===== src/rtl/nibble_serial_pkg.sv =====
// Shared types for the nibble-port serializer/deserializer pair.
package nibble_serial_pkg;

    typedef enum logic [1:0] {SER_IDLE, SER_SHIFT, SER_GAP} ser_state_t;

    localparam int unsigned DEFAULT_WIDTH = 4;

    // Counter width able to hold 0..n-1, never narrower than one bit.
    function automatic int unsigned cnt_width(input int unsigned n);
        return (n <= 1) ? 1 : $clog2(n);
    endfunction

endpackage


===== src/rtl/nibble_serializer_if.sv =====
// Frame-in / bit-out handshake bundle of the nibble serializer.
interface nibble_serializer_if
    import nibble_serial_pkg::*;
#(
    parameter int unsigned WIDTH = DEFAULT_WIDTH
);
    logic             in_valid;
    logic             in_ready;
    logic [WIDTH-1:0] in_f;
    logic [WIDTH-1:0] in_g;
    logic             out_bit;
    logic             out_valid;
    logic             out_last;
    logic             out_ready;
    logic             busy;

    modport master (
        output in_valid, in_f, in_g, out_ready,
        input  in_ready, out_bit, out_valid, out_last, busy
    );

    modport slave (
        input  in_valid, in_f, in_g, out_ready,
        output in_ready, out_bit, out_valid, out_last, busy
    );
endinterface


===== src/rtl/nibble_serializer_piso_shift_reg.sv =====
// Parallel-in serial-out shift register, right shift with zero fill.
module piso_shift_reg #(
    parameter int unsigned WIDTH = 8
) (
    input  logic             clk,
    input  logic             rst,
    input  logic             load_i,
    input  logic [WIDTH-1:0] load_data_i,
    input  logic             shift_en_i,
    output logic             lsb_o
);
    logic [WIDTH-1:0] sr_q;
    logic [WIDTH-1:0] sr_d;

    // Load takes priority; it only happens while the shifter is idle anyway.
    always_comb begin
        sr_d = sr_q;
        if (load_i) begin
            sr_d = load_data_i;
        end else if (shift_en_i) begin
            sr_d = sr_q >> 1;
        end
    end

    always_ff @(posedge clk or posedge rst) begin
        if (rst) begin
            sr_q <= '0;
        end else begin
            sr_q <= sr_d;
        end
    end

    assign lsb_o = sr_q[0];
endmodule


===== src/rtl/nibble_serializer.sv =====
// Serializes a two-word frame {g, f} LSB first onto a 1-bit valid/ready stream
// with a programmable idle gap between frames.
module nibble_serializer
    import nibble_serial_pkg::*;
#(
    parameter int unsigned WIDTH      = DEFAULT_WIDTH,
    parameter int unsigned GAP_CYCLES = 1
) (
    input  logic clk,
    input  logic rst,
    nibble_serializer_if.slave bus
);
    localparam int unsigned FRAME_W = 2 * WIDTH;
    localparam int unsigned CNT_W   = cnt_width(FRAME_W);
    localparam int unsigned GAP_W   = cnt_width(GAP_CYCLES + 1);
    localparam logic [CNT_W-1:0] LAST_IDX = CNT_W'(FRAME_W - 1);
    localparam logic [GAP_W-1:0] GAP_LOAD = GAP_W'((GAP_CYCLES > 0) ? GAP_CYCLES - 1 : 0);

    ser_state_t       state_q;
    logic [CNT_W-1:0] bit_cnt_q;
    logic [GAP_W-1:0] gap_cnt_q;
    logic             accept;
    logic             xfer;
    logic             shift_lsb;

    assign accept = (state_q == SER_IDLE) && bus.in_valid;
    assign xfer   = (state_q == SER_SHIFT) && bus.out_ready;

    piso_shift_reg #(
        .WIDTH (FRAME_W)
    ) u_piso (
        .clk         (clk),
        .rst         (rst),
        .load_i      (accept),
        .load_data_i ({bus.in_g, bus.in_f}),
        .shift_en_i  (xfer),
        .lsb_o       (shift_lsb)
    );

    // Frame sequencing: accept in IDLE, count bits in SHIFT, count down in GAP.
    always_ff @(posedge clk or posedge rst) begin
        if (rst) begin
            state_q   <= SER_IDLE;
            bit_cnt_q <= '0;
            gap_cnt_q <= '0;
        end else begin
            unique case (state_q)
                SER_IDLE: begin
                    if (bus.in_valid) begin
                        state_q   <= SER_SHIFT;
                        bit_cnt_q <= '0;
                    end
                end
                SER_SHIFT: begin
                    if (bus.out_ready) begin
                        if (bit_cnt_q == LAST_IDX) begin
                            if (GAP_CYCLES > 0) begin
                                state_q   <= SER_GAP;
                                gap_cnt_q <= GAP_LOAD;
                            end else begin
                                state_q <= SER_IDLE;
                            end
                        end else begin
                            bit_cnt_q <= bit_cnt_q + CNT_W'(1);
                        end
                    end
                end
                SER_GAP: begin
                    if (gap_cnt_q == '0) begin
                        state_q <= SER_IDLE;
                    end else begin
                        gap_cnt_q <= gap_cnt_q - GAP_W'(1);
                    end
                end
                default: state_q <= SER_IDLE;
            endcase
        end
    end

    // Outputs are pure decodes of registered state; the shifter reads zero outside a frame.
    assign bus.in_ready  = (state_q == SER_IDLE);
    assign bus.out_valid = (state_q == SER_SHIFT);
    assign bus.out_last  = (state_q == SER_SHIFT) && (bit_cnt_q == LAST_IDX);
    assign bus.out_bit   = shift_lsb;
    assign bus.busy      = (state_q != SER_IDLE);
endmodule


===== src/flat_wrapper.sv =====
// flat-port wrapper written by rule: the top's interface ports become plain ports
module nibble_serializer_flat import nibble_serial_pkg::*;
#(
    parameter int unsigned WIDTH      = DEFAULT_WIDTH,
    parameter int unsigned GAP_CYCLES = 1
)
  (clk, rst, bus_in_valid, bus_in_f, bus_in_g, bus_out_ready, bus_in_ready, bus_out_bit, bus_out_valid, bus_out_last, bus_busy);
  nibble_serializer_if #(.WIDTH(WIDTH)) bus_i ();
  input  logic clk;
  input  logic rst;
  input wire logic [$bits(bus_i.in_valid)-1:0] bus_in_valid;
  input wire logic [$bits(bus_i.in_f)-1:0] bus_in_f;
  input wire logic [$bits(bus_i.in_g)-1:0] bus_in_g;
  input wire logic [$bits(bus_i.out_ready)-1:0] bus_out_ready;
  output wire logic [$bits(bus_i.in_ready)-1:0] bus_in_ready;
  output wire logic [$bits(bus_i.out_bit)-1:0] bus_out_bit;
  output wire logic [$bits(bus_i.out_valid)-1:0] bus_out_valid;
  output wire logic [$bits(bus_i.out_last)-1:0] bus_out_last;
  output wire logic [$bits(bus_i.busy)-1:0] bus_busy;
  assign bus_i.in_valid = bus_in_valid;
  assign bus_i.in_f = bus_in_f;
  assign bus_i.in_g = bus_in_g;
  assign bus_i.out_ready = bus_out_ready;
  assign bus_in_ready = bus_i.in_ready;
  assign bus_out_bit = bus_i.out_bit;
  assign bus_out_valid = bus_i.out_valid;
  assign bus_out_last = bus_i.out_last;
  assign bus_busy = bus_i.busy;
  nibble_serializer #(.WIDTH(WIDTH), .GAP_CYCLES(GAP_CYCLES)) u_core (.clk(clk), .rst(rst), .bus(bus_i));
endmodule

===== config.mk =====
export PLATFORM = sky130hd
export DESIGN_NAME = nibble_serializer_flat
export DESIGN_NICKNAME = d
export VERILOG_FILES = /design/src/rtl/nibble_serial_pkg.sv /design/src/rtl/nibble_serializer_if.sv /design/src/rtl/nibble_serializer_piso_shift_reg.sv /design/src/rtl/nibble_serializer.sv /design/src/flat_wrapper.sv
export SDC_FILE = /design/constraint.sdc
export NUM_CORES = 1
export LEC_CHECK = 0
export CORE_MARGIN = 8
export CORE_UTILIZATION = 41
export CTS_CLUSTER_DIAMETER = 150
export CTS_CLUSTER_SIZE = 24
export DETAILED_ROUTE_END_ITERATION = 6
export PLACE_DENSITY = 0.69
export REMOVE_ABC_BUFFERS = 1
export SLEW_MARGIN = 15
export SYNTH_ARGS = -nofsm -noshare
export SYNTH_HDL_FRONTEND = slang
export SYNTH_HIERARCHICAL = 1
export SYNTH_SLANG_ARGS = --single-unit

===== constraint.sdc =====
create_clock -name clk -period 2.5 [get_ports clk]
set_input_delay 0.25 -clock clk [delete_from_list [all_inputs] [get_ports clk]]
set_output_delay 0.25 -clock clk [all_outputs]
set_load 0.1 [all_outputs]

==> metrics.yaml <==
logic_synthesis:
  netlist-cell-type-count: 20
  synth_seq_area_share_pct: 50.7
  netlist_top_cells_area: "dfrtp_1 (51%), mux2i_1 (11%), o21ai_1 (5.5%)"
  ys_warn_count: 6
  yosys.area.top_type: "dfrtp_1"
  synth_top_area_share_pct: 50.7
  synth_cells: 57
  syn_area_um2: 642
  ys_ff_latch: 13
  postSynthAreaPerCell_um2: 11.3
setup_path:
  crit_buf_inv: 1
  max_stage_delay_ps: 400
  worstPathRequired_ps: 2250
  crit_arrival_ps: 1460
  path_cells: "ha_1 > ha_1 > and2_1 > buf_4"
  end_kind: "output pin"
  cp-start-kind: "flip-flop"
  cpLargestDelayFamily: "adder cells"
  criticalPathCategory: "flip-flop to output pin"
  slowest_stage: "dfrtp_1"
  critPathMaxFanout: 4
  crit_top_cell: "ha_1"
final_layout:
  final_util_pct: 55.1
  multi_input_area_um2: 283
  diodes: 0
  drive_above_1_share_pct: 17.1
  fillers: 132
  area_growth_pct: 27.9
  seqCellArea_um2: 325
  nets: 91
  final_cells: 92
cts:
  clk_latency_ps: 270
  clockRootBuffer: "clkbuf_4"
  cts-resized-gates: 0
  htreeDepth: 1
  post-cts-setup-buffers: 0
  cts_buffers: 3
  cts.sinks: 13
  cts_hold_buf: 0
  tritoncts: "built"
  clk_pin_slew_ps: 80
  clockBufferDepth: 2
die:
  die_area_um2: 3090
  row_count: 14
  die_w_um: 55.6
  die_y_um: 55.6
  start_util_pct: 43.1
  ios: 17
  coreArea_um2: 1490
sta:
  fin_hold_ws_ps: 209
  fin_crit_ps: 1710
  finalCritPeriodShare_pct: 68.5
  relSlewSlack_pct: 70.8
  clock_skew_ps: 0.195
  finalSetupViolCount: 0
  finalSetupTns_ps: 0
  max_freq_ghz: 0.584
  hold_violations: 0
  worst_slew_pin_slew_ps: 438
  rsz0062_at_grt: "no"
  slew_violations: 0
grt:
  grt.total_usage_pct: 8.77
  overflow: 0
  grt_pass1_vias: 484
  grt_pass1_wl_um: 2200
  grt_max_degree: 13
  antenna_found_initial: 0
routing:
  vias: 470
  vias_per_cell: 5.11
  drcViolationCount: 0
  finalWirelength_um: 1300
  first_iter_violations: 7
  final_antenna_net_count: 0
  drt_pass1_iterations: 4
  wire_per_inst_um: 14.1
placed_design:
  post-place-cells: 88
  dp_hpwl_um: 976
  port_buffers: 16
  gp_congestion: 0.746
hold_path:
  holdCritPathClass: "primary input to asynchronous set/reset pin"
pwr:
  vdd_drop_max_mv: 0.785
  powerDensity_nw_per_um2: 1200
  power.total_mw: 0.988
  leakage_nw: 0.390
outcome:
  status: "complete, no violations"
job:
  cap_violations: 0
[worst paths after layout]
kind	endpoint	cells past startpoint	slack (ps)	startpoint
min in group clk	u_core/state_q[0]	1	510	u_core/state_q[1]
hold reg to reg	u_core/state_q[0]	1	510	u_core/state_q[1]
max in group asynchronous	u_core/u_piso/sr_q[0]	2	2010	rst
setup reg to reg	u_core/u_piso/sr_q[1]	4	870	u_core/state_q[0]
hold / removal	u_core/state_q[0]	2	210	rst
setup / recovery	bus_out_last	4	790	u_core/bit_cnt_q[0]
[kinds of logic (layout without fill, tap and decap cells)]
kind of cell               count (synthesis)  after routing  share of synthesized area (%)
and+or+nand+nor                           18             18                           16.6
DFF                                       13             13                           50.7
AOI/OAI and AO/OA                         11             11                           10.3
muxes                                      8              8                           13.3
buffers and inverters                      5             24                           5.26
adders and majority gates                  2              2                           3.90
[synth_stat cells]
cell,number
dfrtp_1,13
nand2_1,8
mux2i_1,7
o21ai_1,7
inv_1,3
a22o_1,2
and2_1,2
buf_6,2
ha_1,2
a311oi_1,1
and3_1,1
and4bb_4,1
mux2_4,1
nand2b_1,1
nor2_1,1
nor2_2,1
nor2b_1,1
nor3b_2,1
o21ai_0,1
or2_1,1
[metal layers]
layer  track usage (%)  up-vias  routed length [um]
li1                  -      235                   -
met1              11.0      221                 654
met2              12.7       12                 563
met3              3.42        2                  71
met4              4.23        0                   9
met5                 0        -                   0
[final cells by class]
cell class	count	share of cell area, %
Sequential cell	13	39.6
Multi-Input combinational cell	39	34.5
Clock buffer	4	3.20
Timing Repair Buffer	17	18.9
Tap cell	16	2.44
Inverter	3	1.37
[cells in the final DEF, fill, tap and decap left out]
| cell type | instances |
|---|---|
| clkbuf_1 | 1 |
| clkdlybuf4s50_1 | 11 |
| nand2_1 | 8 |
| o21ai_0 | 1 |
| or2_1 | 1 |
| o21ai_1 | 7 |
| nor3b_2 | 1 |
| and4bb_4 | 1 |
| and2_1 | 2 |
| ha_1 | 2 |
| a22o_1 | 2 |
| nor2_1 | 1 |
| buf_4 | 6 |
| clkbuf_4 | 3 |
| a311oi_1 | 1 |
| nor2_2 | 1 |
| inv_1 | 3 |
| dfrtp_1 | 13 |
| mux2_4 | 1 |
| mux2i_1 | 7 |
| nand2b_1 | 1 |
| and3_1 | 1 |
| nor2b_1 | 1 |
[registers in the layout, indices dropped and copies added, names as in the netlist]
| register | flops |
|---|---|
| u_core/u_piso/sr_q | 8 |
| u_core/state_q | 2 |
| u_core/bit_cnt_q | 3 |
[stage by stage]
step           area, um^2  setup slack (ps)
2_1_floorplan         619              -497
3_3_place_gp          795               868
3_5_place_dp          795               857
4_1_cts               821               785
5_1_grt               821               706
6_report              821               787
[power by group]
part           total, mW  internal, mW  switching, mW
clock network      0.127        0.0617         0.0657
logic              0.528         0.178          0.350
registers          0.333         0.285         0.0482
No activity file was read; power rests on OpenSTA's default activity.
